--- src/rtl/store_merge_unit_pkg.sv ---
// Shared types for the store merge unit: opcodes, FSM states, store sizes.
package store_merge_unit_pkg;

   localparam logic [5:0] OPC_SB = 6'h28;
   localparam logic [5:0] OPC_SH = 6'h29;
   localparam logic [5:0] OPC_SW = 6'h2b;

   typedef enum logic [2:0] {
      S_IDLE,
      S_READ,
      S_MERGE,
      S_WRITE,
      S_ERR
   } state_t;

   typedef enum logic [1:0] {
      SZ_B,
      SZ_H,
      SZ_W
   } size_t;

   function automatic size_t op_size(input logic [5:0] op);
      case (op)
         OPC_SB:  return SZ_B;
         OPC_SH:  return SZ_H;
         default: return SZ_W;
      endcase
   endfunction

   // Unsupported opcode or an address not aligned to the access size.
   function automatic logic store_err(input logic [5:0] op,
                                      input logic [1:0] lane);
      case (op)
         OPC_SB:  return 1'b0;
         OPC_SH:  return lane[0];
         OPC_SW:  return |lane;
         default: return 1'b1;
      endcase
   endfunction

   function automatic logic [31:0] replicate(input logic [31:0] data,
                                             input size_t sz);
      case (sz)
         SZ_B:    return {4{data[7:0]}};
         SZ_H:    return {2{data[15:0]}};
         default: return data;
      endcase
   endfunction

endpackage

--- src/rtl/store_lane_merge.sv ---
// Little-endian lane merge: drops the narrowed store data into its lane(s)
// of an existing word, leaving the other lanes untouched.
module store_lane_merge
   import store_merge_unit_pkg::*;
(
   input  logic [31:0] old_word,
   input  logic [31:0] new_data,
   input  size_t       size,
   input  logic [1:0]  lane,
   output logic [31:0] merged
`ifdef STORE_BYTE_ENABLE_EN
   ,
   output logic [3:0]  byte_en
`endif
);

   always_comb begin
      merged = old_word;
      unique case (size)
         SZ_B: merged[{lane, 3'b000} +: 8] = new_data[7:0];
         SZ_H: begin
            if (lane[1]) merged[31:16] = new_data[15:0];
            else         merged[15:0]  = new_data[15:0];
         end
         default: merged = new_data;
      endcase
   end

`ifdef STORE_BYTE_ENABLE_EN
   always_comb begin
      byte_en = 4'hF;
      unique case (size)
         SZ_B:    byte_en = 4'b0001 << lane;
         SZ_H:    byte_en = lane[1] ? 4'b1100 : 4'b0011;
         default: byte_en = 4'hF;
      endcase
   end
`endif

endmodule

--- src/rtl/store_merge_unit.sv ---
// sb/sh/sw store path with read-modify-write merge into a word memory.
// STORE_BYTE_ENABLE_EN: write with byte enables instead of RMW.
module store_merge_unit
   import store_merge_unit_pkg::*;
#(
   parameter int ADDR_WIDTH = 8
) (
   input  logic                  clk,
   input  logic                  reset,
   input  logic                  i_Start,
   input  logic [5:0]            i_Opcode,
   input  logic [31:0]           i_Address,
   input  logic [31:0]           i_WriteData,
   input  logic [31:0]           i_MemReadData,
   output logic [ADDR_WIDTH-1:0] o_MemAddress,
   output logic                  o_MemRead,
   output logic                  o_MemWrite,
   output logic [31:0]           o_MemWriteData,
   output logic                  o_Busy,
   output logic                  o_Done,
   output logic                  o_Error
`ifdef STORE_BYTE_ENABLE_EN
   ,
   output logic [3:0]            o_MemByteEnable
`endif
);

   state_t                state, state_nx;
   logic [ADDR_WIDTH-1:0] addr_q;
   logic [31:0]           word_q;
   logic [31:0]           merged;
   logic                  accept;
   logic                  bad;
   size_t                 size_in;
   logic                  unused_bits;

   assign accept  = (state == S_IDLE) & i_Start;
   assign size_in = op_size(i_Opcode);
   assign bad     = store_err(i_Opcode, i_Address[1:0]);

`ifdef STORE_BYTE_ENABLE_EN
   logic [3:0]  be_in, be_q;
   logic [31:0] rep;

   assign rep = replicate(i_WriteData, size_in);
   assign unused_bits = ^{i_Address[31:ADDR_WIDTH+2], i_MemReadData};

   // Replicated data merged into itself is the replicated word.
   store_lane_merge u_merge (
      .old_word (rep),
      .new_data (i_WriteData),
      .size     (size_in),
      .lane     (i_Address[1:0]),
      .merged   (merged),
      .byte_en  (be_in)
   );
`else
   logic [1:0]  lane_q;
   size_t       size_q;
   logic [31:0] data_q;

   assign unused_bits = ^i_Address[31:ADDR_WIDTH+2];

   store_lane_merge u_merge (
      .old_word (i_MemReadData),
      .new_data (data_q),
      .size     (size_q),
      .lane     (lane_q),
      .merged   (merged)
   );
`endif

   always_ff @(posedge clk or negedge reset) begin
      if (!reset) begin
         state  <= S_IDLE;
         addr_q <= '0;
         word_q <= '0;
`ifdef STORE_BYTE_ENABLE_EN
         be_q   <= '0;
`else
         lane_q <= '0;
         size_q <= SZ_B;
         data_q <= '0;
`endif
      end else begin
         state <= state_nx;
         if (accept) begin
            addr_q <= i_Address[ADDR_WIDTH+1:2];
`ifdef STORE_BYTE_ENABLE_EN
            word_q <= merged;
            be_q   <= be_in;
`else
            word_q <= i_WriteData;
            lane_q <= i_Address[1:0];
            size_q <= size_in;
            data_q <= i_WriteData;
`endif
         end else if (state == S_MERGE) begin
            word_q <= merged;
         end
      end
   end

   always_comb begin
      state_nx       = state;
      o_Busy         = (state != S_IDLE);
      o_MemRead      = (state == S_READ);
      o_MemWrite     = (state == S_WRITE);
      o_Done         = (state == S_WRITE) | (state == S_ERR);
      o_Error        = (state == S_ERR);
      o_MemAddress   = '0;
      o_MemWriteData = '0;
`ifdef STORE_BYTE_ENABLE_EN
      o_MemByteEnable = '0;
`endif
      if (state == S_READ || state == S_MERGE || state == S_WRITE)
         o_MemAddress = addr_q;
      if (state == S_WRITE) begin
         o_MemWriteData = word_q;
`ifdef STORE_BYTE_ENABLE_EN
         o_MemByteEnable = be_q;
`endif
      end
      unique case (state)
         S_IDLE: begin
            if (i_Start) begin
               if (bad)
                  state_nx = S_ERR;
`ifdef STORE_BYTE_ENABLE_EN
               else
                  state_nx = S_WRITE;
`else
               else if (size_in == SZ_W)
                  state_nx = S_WRITE;
               else
                  state_nx = S_READ;
`endif
            end
         end
         S_READ:  state_nx = S_MERGE;
         S_MERGE: state_nx = S_WRITE;
         S_WRITE: state_nx = S_IDLE;
         S_ERR:   state_nx = S_IDLE;
         default: state_nx = S_IDLE;
      endcase
   end

endmodule

--- config.mk ---
export PLATFORM = sky130hd
export DESIGN_NAME = store_merge_unit
export DESIGN_NICKNAME = d
export VERILOG_FILES = /design/src/rtl/store_merge_unit_pkg.sv /design/src/rtl/store_lane_merge.sv /design/src/rtl/store_merge_unit.sv
export SDC_FILE = /design/constraint.sdc
export NUM_CORES = 1
export LEC_CHECK = 0
export BUFFER_PORTS_ARGS = -buffer_cell sky130_fd_sc_hd__buf_4
export CELL_PAD_IN_SITES_DETAIL_PLACEMENT = 0
export CELL_PAD_IN_SITES_GLOBAL_PLACEMENT = 1
export CORE_MARGIN = 3
export CORE_UTILIZATION = 28
export CTS_BUF_LIST = sky130_fd_sc_hd__clkbuf_4 sky130_fd_sc_hd__clkbuf_8 sky130_fd_sc_hd__clkbuf_16
export CTS_CLUSTER_DIAMETER = 120
export CTS_CLUSTER_SIZE = 20
export DETAILED_ROUTE_END_ITERATION = 7
export PLACE_DENSITY_LB_ADDON = 0.08
export SLEW_MARGIN = 20
export SYNTH_ARGS = -nofsm -noshare
export SYNTH_HDL_FRONTEND = slang
export SYNTH_HIERARCHICAL = 1
export SYNTH_SLANG_ARGS = --single-unit
--- constraint.sdc ---
create_clock -name clk -period 4.1 [get_ports clk]
set_input_delay 0.205 -clock clk [delete_from_list [all_inputs] [get_ports clk]]
set_output_delay 0.205 -clock clk [all_outputs]
set_load 0.1 [all_outputs]
* Word-level counts from Yosys, hierarchy flattened
Cells that the tools add are included.
** Operators by class
- Add/subtract/negate cells :: 1
- Equal/unequal tests :: 10
- Shift operators :: 2
- Mux-type cells :: 14
- Bitwise gates (word level) :: 2
- Reduce and logical (&&, ||, !) cells :: 7
** Operators with widths (count)
- 32-bit two-way mux :: 3
- 32-bit case mux with 2 select lines :: 1
- 32-bit bitwise mux :: 1
- 16-bit two-way mux :: 2
- 8-bit by 7-bit variable shift with 32-bit output, first input constant :: 1
- 8-bit by 7-bit variable part select with 32-bit output :: 1
- 6-bit equality test, second input constant :: 3
- 3-bit case mux with 3 select lines :: 1
- 8-bit two-way mux :: 1
- 5-bit negation with 7-bit output :: 1
- 3-bit by 2-bit equality test with 1-bit output, second input constant :: 2
- 3-bit two-way mux :: 2
- 2-bit case mux with 2 select lines :: 1
- 3-bit by 1-bit equality test with 1-bit output, second input constant :: 1
- 3-bit equality test, second input constant :: 1
- 3-bit logical NOT :: 1
- 1-bit case mux with 3 select lines :: 1
- 3-bit nonzero test :: 1
- 2-bit by 1-bit equality test with 1-bit output, second input constant :: 1
- 2-bit equality test, second input constant :: 1
- 2-bit logical NOT :: 1
- 1-bit logical OR :: 2
- 2-bit two-way mux :: 1
- 2-bit != test, second input constant :: 1
- 4 further kinds :: 4
** Storage, ports and cells
- Register bits :: 79
- Input bits :: 105
- Output and inout bits :: 45
- Logic and storage cells :: 42

* Longest topological paths before layout
- Depth in word-level cells :: 7
- Depth in mapped cells :: 10
- Gate-level depth less buffers :: 7

* Modules after synthesis
Netlist, hierarchy kept.
** Modules (own cells, without submodules)
- store_merge_unit :: instances 1, cells an instance 356, area each 3583.4 µm², sequential area each 1976.9 µm²
- store_lane_merge :: instances 1, cells an instance 136, area each 992.2 µm², sequential area each 0.0 µm²

* Worst setup path after synthesis
OpenSTA, ideal clock, no wires.
- Path type :: reg-to-output
- Start point :: register state[2]
- End point :: output o_MemRead
- Arrival :: 2.713 ns
- Required time :: 3.895 ns
- Slack :: 1.182 ns
- Stages on the path, launching flop included :: 3
- Path buffers :: 1
- Cells stage by stage :: dfrtp_1 -> buf_4 -> nor3b_1
** On the way
- Longest elaborated chain between the ends :: 1
** RTL lines
- start, declared :: line store_merge_unit.sv:28 : state_t state, state_nx;
- start signal, assigned :: line store_merge_unit.sv:86 : state <= state_nx;
- 3-bit by 1-bit equality test with 1-bit output :: line store_merge_unit.sv:107 : o_MemRead = (state == S_READ);
- end, declared :: line store_merge_unit.sv:16 : output logic o_MemRead,
No other way between the ends.

* Worst setup path after layout
- Start point :: register lane_q[1]
- End point :: register word_q[5]
** On the way
- Longest elaborated chain between the ends :: 6
- Elaborated cells on any way between the ends :: 8
- Classes of those cells :: 1 x add/sub; 2 x shift; 5 x mux
** RTL lines
- start, declared :: line store_merge_unit.sv:58 : logic [1:0] lane_q;
- start signal, assigned :: line store_merge_unit.sv:94 : lane_q <= i_Address[1:0];
- 5-bit negation with 7-bit output :: line store_lane_merge.sv:20 : SZ_B: merged[{lane, 3'b000} +: 8] = new_data[7:0];
- 8-bit by 7-bit variable part select with 32-bit output or 8-bit by 7-bit variable shift with 32-bit output (tied branches) :: line store_lane_merge.sv:20
- 32-bit bitwise mux :: line store_lane_merge.sv:20
- 32-bit case mux with 2 select lines * :: line store_lane_merge.sv:19 : unique case (size)
- net merged[5] :: line store_merge_unit.sv:31 : logic [31:0] merged;
- 32-bit two-way mux * :: line store_merge_unit.sv:98 : end else if (state == S_MERGE) begin
- 32-bit two-way mux * :: line store_merge_unit.sv:87 : if (accept) begin
- end signal, assigned :: line store_merge_unit.sv:93 : word_q <= i_WriteData;
- end signal, assigned :: line store_merge_unit.sv:99 : word_q <= merged;
- end, declared :: line store_merge_unit.sv:30 : logic [31:0] word_q;
Mark *: on every way through the listed nets, which the timed path passes. The rest lies on a longest branch. The select of a mux whose other input is x is not followed.
A chain may end at the register's enable or synchronous reset.

==> results summary <==
The share of total power in combinational logic came out at 54.2%. Net switching is between 40 and 50% of the power. The clock sink total is slightly below 80. Leaving out fill and tap cells, the most frequent cell in the layout is sky130_fd_sc_hd__nand2_1. Traced cell by cell, the critical path runs through inv_1 -> ha_1 -> nor2b_1 -> nor3_1 -> a22o_1 -> mux2i_1 -> o21ai_1. The floorplan step defined a die boundary enclosing ~18,000 um^2. The number of vias per cell came out at ~4.8. The setup fix buffers added after clock tree synthesis came out at 0.

Headroom to the max-slew limit came out at between 20% and 30%. The remaining global-route overflow is 0. The mapped netlist covers roughly 4600 um^2.

The worst setup path is captured at a register. The kind of path behind the tightest hold check is in2reg. Across the run, the number of max-cap violations was 0. After floorplanning, the core was divided into 46 placement rows.

The detailed router finished its first iteration with about 280 violations. The residual DRC count came out at 0. The cell area power density is around 850 nW/um^2. After layout, the worst setup slack is between 1 and 1.5 ns.

Among cell families on the critical path, the largest total delay comes from simple AND/OR/NAND/NOR gates. By area the synthesized netlist is led by sky130_fd_sc_hd__dfrtp_1 43%, sky130_fd_sc_hd__nand2_1 11%, sky130_fd_sc_hd__mux2i_1 11%. Setup repair after global routing left no endpoint under its margin. The die boundary height is between 100 and 150 um. Global routing consumed, over all layers together, between 15 and 20% of the routing resources.

The count of buffers added on input and output ports is 127. The final weighted congestion in routability-driven placement is 0.752. The internal cell power came out at roughly 0.0026 W. The net load switching power came out at about 0.0025 W.

The number of iterations in the first detailed-routing pass is 7. The TritonCTS buffer count is 9. The die is roughly 130 um wide.

The antenna diode instance count came out at 0. The finished cells cover 5880 um^2. The max-slew violation count is 0.

The clock period minus worst slack came out at about 2.7 ns. The data arrival time of the critical path came out at approximately 3 ns. The CTS tree is built.

The total number of H-tree levels is 3. The clock skew came out at between 0.006 and 0.007 ns. The kind of start point of the critical path is a register. The number of nets with antenna violations after routing came out at 0.

The proportion of netlist area held by the largest area contributor is a little over two fifths. The slowest stage cell on the critical path is sky130_fd_sc_hd__nor3_1. The post-DP HPWL is ~10 mm. The clock network fraction of design power is 15.2%. The primary flip-flop cell chosen by synthesis mapping is sky130_fd_sc_hd__dfrtp_1.

The number of vias in the routed layout is just under 4,000. The required time of the worst setup path is 4.37 ns. By startpoint and endpoint, the worst setup path is classified as reg2reg. The actual transition at the worst max-transition pin came out at ~1.1 ns. The number of nets produced by synthesis is around 600. The setup-violating endpoint count in the final report came out at 0. The depth of the critical timing path with buffers and inverters included came out at 7. For this block, the routed nets add up to between 10 and 15 mm of wire. In this run the static leakage power is between 3 and 4 nW. The peak fanout along the critical path came out at 12. The global-route wire length before repair is about 22 mm.

The initial antenna violation count came out at 0. The clock transition time at the flip-flop clock pins of the worst setup and hold paths came out at 0.06 ns. The number of buffers between clock root and the deepest sink came out at 2. The largest net degree at the start of global routing came out at 80. The number of placed I/O pins is 150. After synthesis the netlist holds a flip-flop and latch count of 79. The buffers plus inverters on the worst setup path came out at 1. The longest individual stage delay on the worst path came out at 0.80 ns. The flow ran to the end, and the final reports show no timing, DRC or antenna violations.

The cell area after placement is approximately 5600 um^2. Registers are responsible for a little under a third of the overall power. Gates resized during post-CTS repair numbered 0. The cell count of the worst reg-to-reg path came out at 7.

In the layout the commonest cells are 135 x sky130_fd_sc_hd__nand2_1, 133 x sky130_fd_sc_hd__buf_4, 79 x sky130_fd_sc_hd__dfrtp_1, 48 x sky130_fd_sc_hd__mux2i_1, 43 x sky130_fd_sc_hd__and2_1. After routing, the total negative slack on setup checks comes to 0 ns. The period utilization is between 60% and 70%. The pre-CTS worst setup slack is ~1.4 ns.

The number of distinct library cells after synthesis is 46. The effective utilization at floorplan came out at 28.7%. The hold buffer count at CTS is 0.

The depth of the worst hold-timing path is 3. The number of nets in the layout came out at around 720. The number of warnings printed during yosys synthesis came out at 6. The mean instance size in the synthesized netlist is about 9.3 um^2.

The number of flops mapped to enable cells by yosys is 0. After detailed routing, the average wire length per cell comes to 17.2 um. The maximum frequency from static timing analysis is between 0.3 and 0.4 GHz.

The number of endpoints with negative hold slack in the final report came to 0. In this run the clock root is driven by a sky130_fd_sc_hd__clkbuf_16. The placeable core area is around 16,000 um^2. The signed area change from the synthesized netlist to the final layout came out at 28.5%. The number of global-route vias before repair came out at ~4,100. The clock network latency to the later pin of the worst-skew pair came out at about 0.35 ns.

The synthesized netlist cell count is between 400 and 500. Counting the fill cells in the layout gives roughly 1,700. The sequential element share of the synthesized area came out at a little over two fifths. The layout cell share with drive strength beyond 1 is between 20% and 30%. The post-synthesis async set-or-reset flop share came out at 100%. The cell taking the most area after synthesis is sky130_fd_sc_hd__dfrtp_1.

IR analysis of the VDD net gives a maximum drop of 0.730 mV.
## cell usage after synthesis, types with 3 or more instances
master                     instances
sky130_fd_sc_hd__a221o_1          15
sky130_fd_sc_hd__mux2i_1          48
sky130_fd_sc_hd__o21ai_0           7
sky130_fd_sc_hd__nor2b_1           6
sky130_fd_sc_hd__nor3_1            4
sky130_fd_sc_hd__ha_1              5
sky130_fd_sc_hd__buf_1             4
sky130_fd_sc_hd__buf_6             6
sky130_fd_sc_hd__nand2_1         135
sky130_fd_sc_hd__inv_1            13
sky130_fd_sc_hd__buf_12            3
sky130_fd_sc_hd__a222oi_1          8
sky130_fd_sc_hd__or2_2             3
sky130_fd_sc_hd__a21oi_1           8
sky130_fd_sc_hd__a22o_1            9
sky130_fd_sc_hd__and2_1           43
sky130_fd_sc_hd__dfrtp_1          79
sky130_fd_sc_hd__nand2_2           3
sky130_fd_sc_hd__o21ai_1          34
sky130_fd_sc_hd__buf_2             5
sky130_fd_sc_hd__o21a_1            6
sky130_fd_sc_hd__clkbuf_1          8
sky130_fd_sc_hd__nor2_1            4
sky130_fd_sc_hd__nand3_1           8
## sequential cells by signal (all words and copies together) (netlist names)
name / count
data_q: 32
lane_q: 2
state: 3
size_q: 2
addr_q: 8
word_q: 32
## stage by stage
step           util, %  instances  hold WS (ns)  power, W
6_report          36.9        826        0.0499   0.00501
5_1_grt           36.9        826        0.0456   0.00539
4_1_cts           36.8        825        0.0339   0.00508
3_5_place_dp      35.1        811         0.403   0.00429
3_3_place_gp      35.1        811         0.399   0.00426
2_1_floorplan        -        492       -0.0906   0.00369
## worst register-to-register path, stage by stage, from the launching register on
cell and delay [ns]:
sky130_fd_sc_hd__dfrtp_1 0.70, sky130_fd_sc_hd__inv_1 0.17, sky130_fd_sc_hd__ha_1 0.30, sky130_fd_sc_hd__nor2b_1 0.16, sky130_fd_sc_hd__nor3_1 0.80, sky130_fd_sc_hd__a22o_1 0.29
sky130_fd_sc_hd__mux2i_1 0.07, sky130_fd_sc_hd__o21ai_1 0.12
## per-layer routing
metal  up-vias  GRT usage (%)  wire length (um)
met4         0           4.29               171
li1       1928              -                 -
met3         9           5.18               831
met1      1923           19.9              6160
met5         -              0                 0
met2       113           27.5              7060
## final timing paths
check | slack [ns] | start | to
setup reg to reg | 1.43 | lane_q[1]$_DFFE_PN0P_ | word_q[5]$_DFFE_PN0P_
min in group asynchronous | 0.47 | reset | word_q[5]$_DFFE_PN0P_
hold / removal | 0.05 | i_Address[2] | addr_q[0]$_DFFE_PN0P_
setup / recovery | 1.43 | lane_q[1]$_DFFE_PN0P_ | word_q[5]$_DFFE_PN0P_
max in group asynchronous | 3.10 | reset | data_q[18]$_DFFE_PN0P_
hold reg to reg | 0.47 | addr_q[6]$_DFFE_PN0P_ | addr_q[6]$_DFFE_PN0P_
## power groups by stage
stage | registers, W | logic [W] | clock network [W]
floorplan | 0.00136 | 0.00233 | 0
global placement | 0.00154 | 0.00271 | 0
detailed placement | 0.00155 | 0.00274 | 0
CTS | 0.00154 | 0.00275 | 0.000793
global route | 0.00159 | 0.00298 | 0.000826
finish | 0.00153 | 0.00271 | 0.000762
## area by class of cell
class | count | area, um^2 | area share (%)
multi-input cells | 369 | 2290 | 39.0
clock buffers | 13 | 268 | 4.55
flip-flops and latches | 79 | 1980 | 33.6
clock inverters | 1 | 5.00 | 0.0851
well taps | 216 | 270 | 4.59
repair buffers | 135 | 1020 | 17.3
inverters | 13 | 48.8 | 0.830
## cells by family (layout without fill, tap and decap cells)
logic type	count (synthesis)	after routing	synth area share (%)
AND/OR/NAND/NOR	222	222	23.9
AO/OA/AOI/OAI	94	94	14.4
flip-flops	79	79	43.2
multiplexers	48	48	10.5
buffers and inverters	44	162	6.67
adder cells (fa/ha/maj)	5	5	1.37
Power figures use the tool's default switching activity.
